File: config.mk
export PLATFORM = sky130hd
export DESIGN_NAME = audio_capture
export DESIGN_NICKNAME = d
export VERILOG_FILES = /design/src/rtl/audio_pkg.sv /design/src/rtl/audio_mix_quant.sv /design/src/rtl/audio_capture.sv
export SDC_FILE = /design/constraint.sdc
export NUM_CORES = 1
export LEC_CHECK = 0
export CORE_MARGIN = 2
export CORE_UTILIZATION = 45
export CTS_CLUSTER_SIZE = 24
export DETAILED_ROUTE_END_ITERATION = 8
export PLACE_DENSITY = 0.8
export SLEW_MARGIN = 20
export SYNTH_ARGS = -nofsm -noshare
export SYNTH_HDL_FRONTEND = slang
export SYNTH_SLANG_ARGS = --single-unit
File: constraint.sdc
create_clock -name CLOCK_50 -period 3 [get_ports CLOCK_50]
set_input_delay 0.75 -clock CLOCK_50 [delete_from_list [all_inputs] [get_ports CLOCK_50]]
set_output_delay 0.75 -clock CLOCK_50 [all_outputs]
set_load 0.01 [all_outputs]
File: src/rtl/audio_pkg.sv
// Shared definitions for the audio capture path.
// Holds the RAM address / sample widths, the capture FSM state type and a
// helper that turns a signed stored sample into a saturated 5-bit magnitude.
package audio_pkg;

  localparam int unsigned ADDR_W   = 18;
  localparam int unsigned SAMPLE_W = 6;
  localparam int unsigned AUDIO_W  = 32;
  localparam int unsigned DECIM_W  = 11;
  localparam int unsigned PEAK_W   = 5;

  typedef enum logic [1:0] {
    ST_IDLE    = 2'd0,
    ST_CAPTURE = 2'd1,
    ST_FINISH  = 2'd2
  } cap_state_t;

  // |s| for a 6-bit two's-complement sample; -32 has no positive twin so it clamps to 31
  function automatic logic [PEAK_W-1:0] sample_mag(input logic signed [SAMPLE_W-1:0] s);
    logic [SAMPLE_W-1:0] neg;
    neg = SAMPLE_W'(-s);
    if (s == -SAMPLE_W'(32)) begin
      sample_mag = PEAK_W'(31);
    end else if (s < 0) begin
      sample_mag = PEAK_W'(neg);
    end else begin
      sample_mag = PEAK_W'(s);
    end
  endfunction

endpackage

File: src/rtl/audio_mix_quant.sv
// Stereo-to-mono mix and quantiser.
// Ports:
//   CLOCK_50  clock
//   reset     synchronous active-high reset, clears q
//   load      capture the current quantised mix into q
//   left/right  signed 32-bit ADC samples (show-ahead, valid this cycle)
//   q         registered 6-bit sample (one cycle after load)
//   quant_c   combinational 6-bit sample of the current inputs
module audio_mix_quant
  import audio_pkg::*;
(
  input  logic                       CLOCK_50,
  input  logic                       reset,
  input  logic                       load,
  input  logic signed [AUDIO_W-1:0]  left,
  input  logic signed [AUDIO_W-1:0]  right,
  output logic        [SAMPLE_W-1:0] q,
  output logic        [SAMPLE_W-1:0] quant_c
);

  // Halving each channel before the add keeps the 32-bit sum in range;
  // the top six bits are taken by plain truncation.
  assign quant_c = SAMPLE_W'(((left >>> 1) + (right >>> 1)) >>> (AUDIO_W - SAMPLE_W));

  // Output register
  always_ff @(posedge CLOCK_50) begin
    if (reset) begin
      q <= '0;
    end else if (load) begin
      q <= quant_c;
    end
  end

endmodule

File: src/rtl/audio_capture.sv
// Audio capture engine: drains the Audio_Controller ADC FIFO, mixes L/R to a
// 6-bit mono sample, decimates, and writes DEPTH samples into RAM starting at
// BASE_ADDR.
// Optional feature macro: PEAK_DETECT_EN (tracks max |sample| in peak; when
// undefined peak is tied to 0).
// Ports:
//   CLOCK_50, reset            clock, synchronous active-high reset
//   start, stop                one-cycle control pulses
//   audio_in_available         ADC FIFO non-empty
//   left/right_channel_audio_in  signed ADC samples (show-ahead)
//   read_audio_in              FIFO pop strobe (mirrors audio_in_available)
//   wr_en, wr_addr, wr_data    RAM write port
//   busy, done                 capture in progress / completion pulse
//   sample_count, peak         status of current or last capture
module audio_capture
  import audio_pkg::*;
#(
  parameter logic [ADDR_W-1:0]  BASE_ADDR = 18'd0,
  parameter logic [ADDR_W-1:0]  DEPTH     = 18'd16396,
  parameter logic [DECIM_W-1:0] DECIM     = 11'd1
) (
  input  logic                       CLOCK_50,
  input  logic                       reset,
  input  logic                       start,
  input  logic                       stop,
  input  logic                       audio_in_available,
  input  logic signed [AUDIO_W-1:0]  left_channel_audio_in,
  input  logic signed [AUDIO_W-1:0]  right_channel_audio_in,
  output logic                       read_audio_in,
  output logic                       wr_en,
  output logic        [ADDR_W-1:0]   wr_addr,
  output logic        [SAMPLE_W-1:0] wr_data,
  output logic                       busy,
  output logic                       done,
  output logic        [ADDR_W-1:0]   sample_count,
  output logic        [PEAK_W-1:0]   peak
);

  localparam logic [DECIM_W-1:0] DEC_LAST = DECIM - DECIM_W'(1);

  cap_state_t          state, state_nxt;
  logic [DECIM_W-1:0]  dec_cnt, dec_nxt;
  logic [ADDR_W-1:0]   cnt_nxt, addr_nxt;
  logic                wr_en_nxt, busy_nxt, done_nxt;
  logic                keep_c, clear_c;
  logic [SAMPLE_W-1:0] quant_c;

  // The FIFO is popped whenever it has data, regardless of state
  assign read_audio_in = audio_in_available;

  // Next-state and next-output logic
  always_comb begin
    state_nxt = state;
    dec_nxt   = dec_cnt;
    cnt_nxt   = sample_count;
    addr_nxt  = wr_addr;
    wr_en_nxt = 1'b0;
    keep_c    = 1'b0;
    clear_c   = 1'b0;
    case (state)
      ST_IDLE: begin
        if (start && !stop) begin
          state_nxt = ST_CAPTURE;
          dec_nxt   = '0;
          cnt_nxt   = '0;
          clear_c   = 1'b1;
        end
      end
      ST_CAPTURE: begin
        // stop wins over everything, including a sample on the same cycle
        if (stop) begin
          state_nxt = ST_IDLE;
        end else if (sample_count == DEPTH) begin
          state_nxt = ST_FINISH;
        end else if (audio_in_available) begin
          if (dec_cnt == DEC_LAST) begin
            keep_c    = 1'b1;
            dec_nxt   = '0;
            wr_en_nxt = 1'b1;
            addr_nxt  = BASE_ADDR + sample_count;
            cnt_nxt   = sample_count + ADDR_W'(1);
          end else begin
            dec_nxt = dec_cnt + DECIM_W'(1);
          end
        end
      end
      ST_FINISH: begin
        state_nxt = ST_IDLE;
      end
      default: begin
        state_nxt = ST_IDLE;
      end
    endcase
    busy_nxt = (state_nxt == ST_CAPTURE);
    done_nxt = (state_nxt == ST_FINISH);
  end

  // State and output registers
  always_ff @(posedge CLOCK_50) begin
    if (reset) begin
      state        <= ST_IDLE;
      dec_cnt      <= '0;
      sample_count <= '0;
      wr_addr      <= BASE_ADDR;
      wr_en        <= 1'b0;
      busy         <= 1'b0;
      done         <= 1'b0;
    end else begin
      state        <= state_nxt;
      dec_cnt      <= dec_nxt;
      sample_count <= cnt_nxt;
      wr_addr      <= addr_nxt;
      wr_en        <= wr_en_nxt;
      busy         <= busy_nxt;
      done         <= done_nxt;
    end
  end

  // Mix and quantise; registers the kept sample alongside wr_en
  audio_mix_quant u_mix_quant (
    .CLOCK_50 (CLOCK_50),
    .reset    (reset),
    .load     (keep_c),
    .left     (left_channel_audio_in),
    .right    (right_channel_audio_in),
    .q        (wr_data),
    .quant_c  (quant_c)
  );

`ifdef PEAK_DETECT_EN
  logic [PEAK_W-1:0] mag_c, peak_nxt;

  // Peak updates on the same edge the write is launched
  assign mag_c = sample_mag(quant_c);

  always_comb begin
    peak_nxt = peak;
    if (clear_c) begin
      peak_nxt = '0;
    end else if (keep_c && (mag_c > peak)) begin
      peak_nxt = mag_c;
    end
  end

  always_ff @(posedge CLOCK_50) begin
    if (reset) begin
      peak <= '0;
    end else begin
      peak <= peak_nxt;
    end
  end
`else
  logic unused_peak_inputs;

  assign unused_peak_inputs = ^{quant_c, clear_c};
  assign peak = '0;
`endif

endmodule

Word level (Yosys, flattened, before mapping)
Cells that the tools add are included.

storage, ports and cells
  input port bits = 69
  register bits after elaboration = 58
  logic and storage cells = 51
  output and inout bits = 51

operators by class
  equal/unequal tests = 9
  bitwise operators = 2
  reductions and logical operators = 8
  $add $sub $neg = 3
  multiplexer cells = 21

operator list
  operator                                          number
  2-to-1 mux 18 bit                                 5
  2-to-1 mux 11 bit                                 5
  one-hot mux 18 bit (2 select lines)               1
  adder 31 x 31 -> 32 bit                           1
  one-hot mux 11 bit (2 select lines)               1
  adder 18 x 1 -> 18 bit (second input constant)    1
  == test 18 x 15 -> 1 bit (second input constant)  1
  adder 11 x 1 -> 11 bit (second input constant)    1
  zero test 11 bit                                  1
  != test 2 bit (second input constant)             5
  AND reduction 5 bit                               2
  2-to-1 mux 2 bit                                  3
  AND reduction 6 bit                               1
  2-to-1 mux 1 bit                                  5
  == test 2 x 1 -> 1 bit (second input constant)    2
  one-hot mux 2 bit (2 select lines)                1
  == test 2 bit (second input constant)             1
  zero test 2 bit                                   1
  inverter 1 bit                                    2
  nonzero test 2 bit                                1
  logical AND 1 bit                                 1
  zero test 1 bit                                   1

Depth between registers and ports, before layout
  depth in word-level cells = 6
  gate-level depth with buffers = 10

By module
Synthesis repeated with hierarchy kept, for this count alone.

unflattened totals
  cell total of the unflattened synthesis = 510
  area total of the unflattened synthesis = 4410.5 um2

modules (own cells, without submodules)
  module           cells an instance  area an instance (um2)  times used  sequential area each (um2)
  audio_capture    300                2787.7                  1           1041.0
  audio_mix_quant  210                1622.8                  1           120.1

Least setup slack after synthesis
OpenSTA, ideal clock, no wires.

  path type = input port to flip-flop
  start = input left_channel_audio_in[19]
  end = register u_mix_quant.q[4]
  path slack = 0.439 ns
  stages on the path = 8
  arrival time = 2.423 ns
  library setup time = 0.138 ns
  cell sequence = ha_1 -> a21oi_1 -> o21ai_1 -> a2111oi_2 -> o22ai_1 -> a2111oi_4 -> a211o_1 -> o221ai_1

between the ends
  word-level cells in the longest chain between the ends = 1

ends and longest elaborated chain
  element                  RTL line               text
  from (decl)              audio_capture.sv:27    input logic signed [AUDIO_W-1:0] left_channel_audio_in,
  adder 31 x 31 -> 32 bit  audio_mix_quant.sv:23  assign quant_c = SAMPLE_W'(((left >>> 1) + (right >>> 1)) >>> (AUDIO_W - SAMPLE_W));
  to (signal assigned)     audio_mix_quant.sv:30  q <= quant_c;
  to (decl)                audio_mix_quant.sv:17  output logic [SAMPLE_W-1:0] q,

Every way passes these cells.
A chain may end at the register's enable or synchronous reset.

Worst setup path after layout
  start = input left_channel_audio_in[19]
  end = register u_mix_quant.q[2]

Same word-level chain as after synthesis.

==> results.yml <==
outcome:
  run_status: "finished, final reports clean"
worst_setup_path:
  crit_path_max_fanout: 3
  cpMostUsedCell: "sky130_fd_sc_hd__a2111oi_4"
  start_kind: "primary input"
  timing.critical_path.cells: "clkdlybuf4s50_1, ha_1, a21oi_1, o21ai_1, a2111oi_4, o22ai_1, a2111oi_4, xnor2_1, a21o_1"
  worst_setup_path_end_kind: "flop"
  r2r_start: "sample_count[10]"
  critical_path_arrival_ns: 2.99
  critical_path.max_stage_delay_ns: 0.41
  worst_path_max_delay_cell: "sky130_fd_sc_hd__a2111oi_4"
  crit_required_ns: 3.23
  path_class: "in -> reg"
  startpoint: "left_channel_audio_in[19]"
clock_network:
  ctsLongestPathBuffers: 2
  post_cts_hold_buffer_count: 0
  cts.sinks: 58
  clock-root-buffer: "sky130_fd_sc_hd__clkbuf_8"
  ctsHtreeMaxLevel: 3
  worst_skew_pair.late_latency_ns: 0.34
  tritoncts: "done"
  cts_inserted_buffers: 9
  clk_pin_slew_worst_paths_ns: 0.07
detailed_routing:
  route.detailed.drc: 0
  first_pass_iters: 4
  routed-via-count: 3402
  drt-wirelength-per-cell_um: 14.3
  drt_iter0_drc: 132
  route.detailed.vias_per_inst: 5.37
  number_of_antenna_violating_nets_in_the_routed_design: 0
  routed_wirelength_um: 9040
floorplan:
  die_h_um: 90.5
  core_region_area_sq_um: 7250
  chipWidth_um: 90.5
  ios: 120
  die_area_sq_um: 8180
  start_util: 0.464
  num_rows: 31
sta:
  worst_clock_skew_ns: 0.0102
  rsz0062_at_grt: "no"
  report.final.slew_viol_count: 0
  max_freq_mhz: 362
  post-route-min-period_ns: 2.76
  final-hold-violation-count: 0
  finalCritPeriodShare: 0.922
  report.final.setup_viol: 0
synth:
  synth_most_common_cell: "sky130_fd_sc_hd__dfxtp_1"
  synth_async_sr_flop_share: 0
  synth_top_cell_by_area: "sky130_fd_sc_hd__dfxtp_1"
  post_synthesis_cells: 400
  netlist_top_cells_count: "sky130_fd_sc_hd__dfxtp_1, sky130_fd_sc_hd__nand2_1, sky130_fd_sc_hd__a21oi_1"
  synth-seq-area-share: 0.345
  syn-mean-instance-area_sq_um: 8.41
  yosysWarningCount: 0
  syn_area_sq_um: 3360
  synth_top_area_frac: 0.345
  dominantRegCellSynth: "sky130_fd_sc_hd__dfxtp_1"
  synth.area.top_cells: "sky130_fd_sc_hd__dfxtp_1, sky130_fd_sc_hd__ha_1, sky130_fd_sc_hd__nand2_1"
  synth.lib_cells_used.distinct: 52
  synth-seq-cells: 58
  synth-edff-count: 0
place:
  post_placement_cell_area_sq_um: 4680
  detailed_place_hpwl_um: 6970
  globalplace.congestion: 0.867
  port_buffers: 112
global_route:
  grtUsageMet2: 0.384
  grt.overflow.total: 0
  antenna_found_initial: 0
  global_route_hottest_layer: "met2"
  grt_use_met3: 0.0634
  grt_use_met1: 0.285
  gr-usage-all-layers: 0.231
  grt_first_pass_wirelength_um: 15600
  grt_pass1_vias: 3372
  grt_max_degree: 31
layout:
  post-route-util: 0.681
  multi_input_comb_area_sq_um: 2090
  fin_area_sq_um: 4940
  n_fill_cell: 607
  areaGrowthSynthToFinish_pct: 46.8
  antenna_cells_inserted: 0
  final_layout_size_suffix_gt1_frac: 0.0972
  finish.net_count: 633
  sequential_cell_area_sq_um: 1160
hold_path:
  min-delay-start: "wr_addr[16]"
  min-delay-path-class: "reg -> reg"
job:
  max_cap_viol_count: 0
power:
  worst_vdd_rail_ir_drop_uv: 347
  p_leak_nw: 1.81
  pwr_density_cell_nw_per_um2: 399
## area by class of cell
class	instances	share of cell area
multi-input cells	316	0.423
flip-flops and latches	58	0.235
well taps	99	0.0251
repair buffers	132	0.257
inverters	13	0.00988
clock buffers	12	0.0294
clock inverters	4	0.0200
## metal layers
metal  wire length, um  vias up
li1                  -     1687
met1              4020     1601
met2              4410       93
met3               352       21
met4               256        0
met5                 0        -
## path summary, 6_finish.rpt
path / endpoint / slack [ns] / cells after the start
hold reg to reg: wr_addr[16] / 0.45 / 2
setup / recovery: u_mix_quant.q[2] / 0.24 / 9
hold / removal: wr_addr[16] / 0.45 / 2
setup reg to reg: u_mix_quant.q[3] / 0.77 / 7
## metrics by stage
| stage | std cells | setup slack, ns | hold WS, ns | power [mW] | TNS (ns) |
|---|---|---|---|---|---|
| 4_1_cts | 634 | 0.176 | 0.454 | 1.98 | 0 |
| 2_1_floorplan | 404 | 0.439 | 0.471 | 0.952 | 0 |
| 6_report | 634 | 0.235 | 0.453 | 1.97 | 0 |
| 3_5_place_dp | 618 | -0.177 | 0.446 | 1.10 | -0.585 |
| 3_3_place_gp | 618 | -0.151 | 0.439 | 1.09 | -0.430 |
| 5_1_grt | 634 | 0.0709 | 0.481 | 2.06 | 0 |
## worst max-delay path: cells and delay by family
family | cells | cell delay, ns
adders and majority gates | 1 | 0.32
buffers and inverters | 1 | 0.40
AOI/OAI and AO/OA | 6 | 1.38
xor gates and xnor gates | 1 | 0.13
## logic make-up (layout without fill, tap and decap cells)
family          count (synthesis)  count (layout)  synth area share
compound gates                 85              85             0.169
other cells                     1               5           0.00111
buf+inv                        30             161            0.0431
fa+ha+maj                      34              34             0.126
flops                          58              58             0.345
xor+xnor                       20              20            0.0521
simple gates                  172             172             0.263
## report_power, final
group	internal (mW)	total [mW]	switching, mW	leakage, nW
Sequential	0.775	0.780	0.00439	0.468
Combinational	0.168	0.307	0.139	1.22
Clock	0.577	0.886	0.309	0.121
## cell usage in the layout (no fill, tap or decap), types with 4 or more instances in the layout
| master | instances |
|---|---|
| sky130_fd_sc_hd__a2111oi_0 | 4 |
| sky130_fd_sc_hd__a211oi_1 | 4 |
| sky130_fd_sc_hd__a21oi_1 | 40 |
| sky130_fd_sc_hd__and3_1 | 10 |
| sky130_fd_sc_hd__buf_4 | 20 |
| sky130_fd_sc_hd__clkbuf_8 | 10 |
| sky130_fd_sc_hd__clkdlybuf4s50_1 | 112 |
| sky130_fd_sc_hd__conb_1 | 5 |
| sky130_fd_sc_hd__dfxtp_1 | 58 |
| sky130_fd_sc_hd__ha_1 | 34 |
| sky130_fd_sc_hd__inv_1 | 13 |
| sky130_fd_sc_hd__nand2_1 | 54 |
| sky130_fd_sc_hd__nand3_1 | 16 |
| sky130_fd_sc_hd__nand4_1 | 12 |
| sky130_fd_sc_hd__nor2_1 | 36 |
| sky130_fd_sc_hd__nor3_1 | 5 |
| sky130_fd_sc_hd__nor4_1 | 4 |
| sky130_fd_sc_hd__o21ai_0 | 16 |
| sky130_fd_sc_hd__or3_1 | 10 |
| sky130_fd_sc_hd__xnor2_1 | 10 |
| sky130_fd_sc_hd__xor2_1 | 10 |
## state kept, by name (all words and copies together) (netlist names)
| signal | cells |
|---|---|
| u_mix_quant.q | 6 |
| dec_cnt | 11 |
| wr_addr | 18 |
| sample_count | 18 |
| wr_en | 1 |
| done | 1 |
| busy | 1 |
| state | 2 |
## what timing repair did
action / in CTS / in global routing
buffers inserted: 0 / 0
endpoints found under the setup margin: 0 / 2
gates resized for setup: 0 / 1
hold endpoints to repair: 0 / 0
Note: power is estimated with default switching activity, not from simulation.
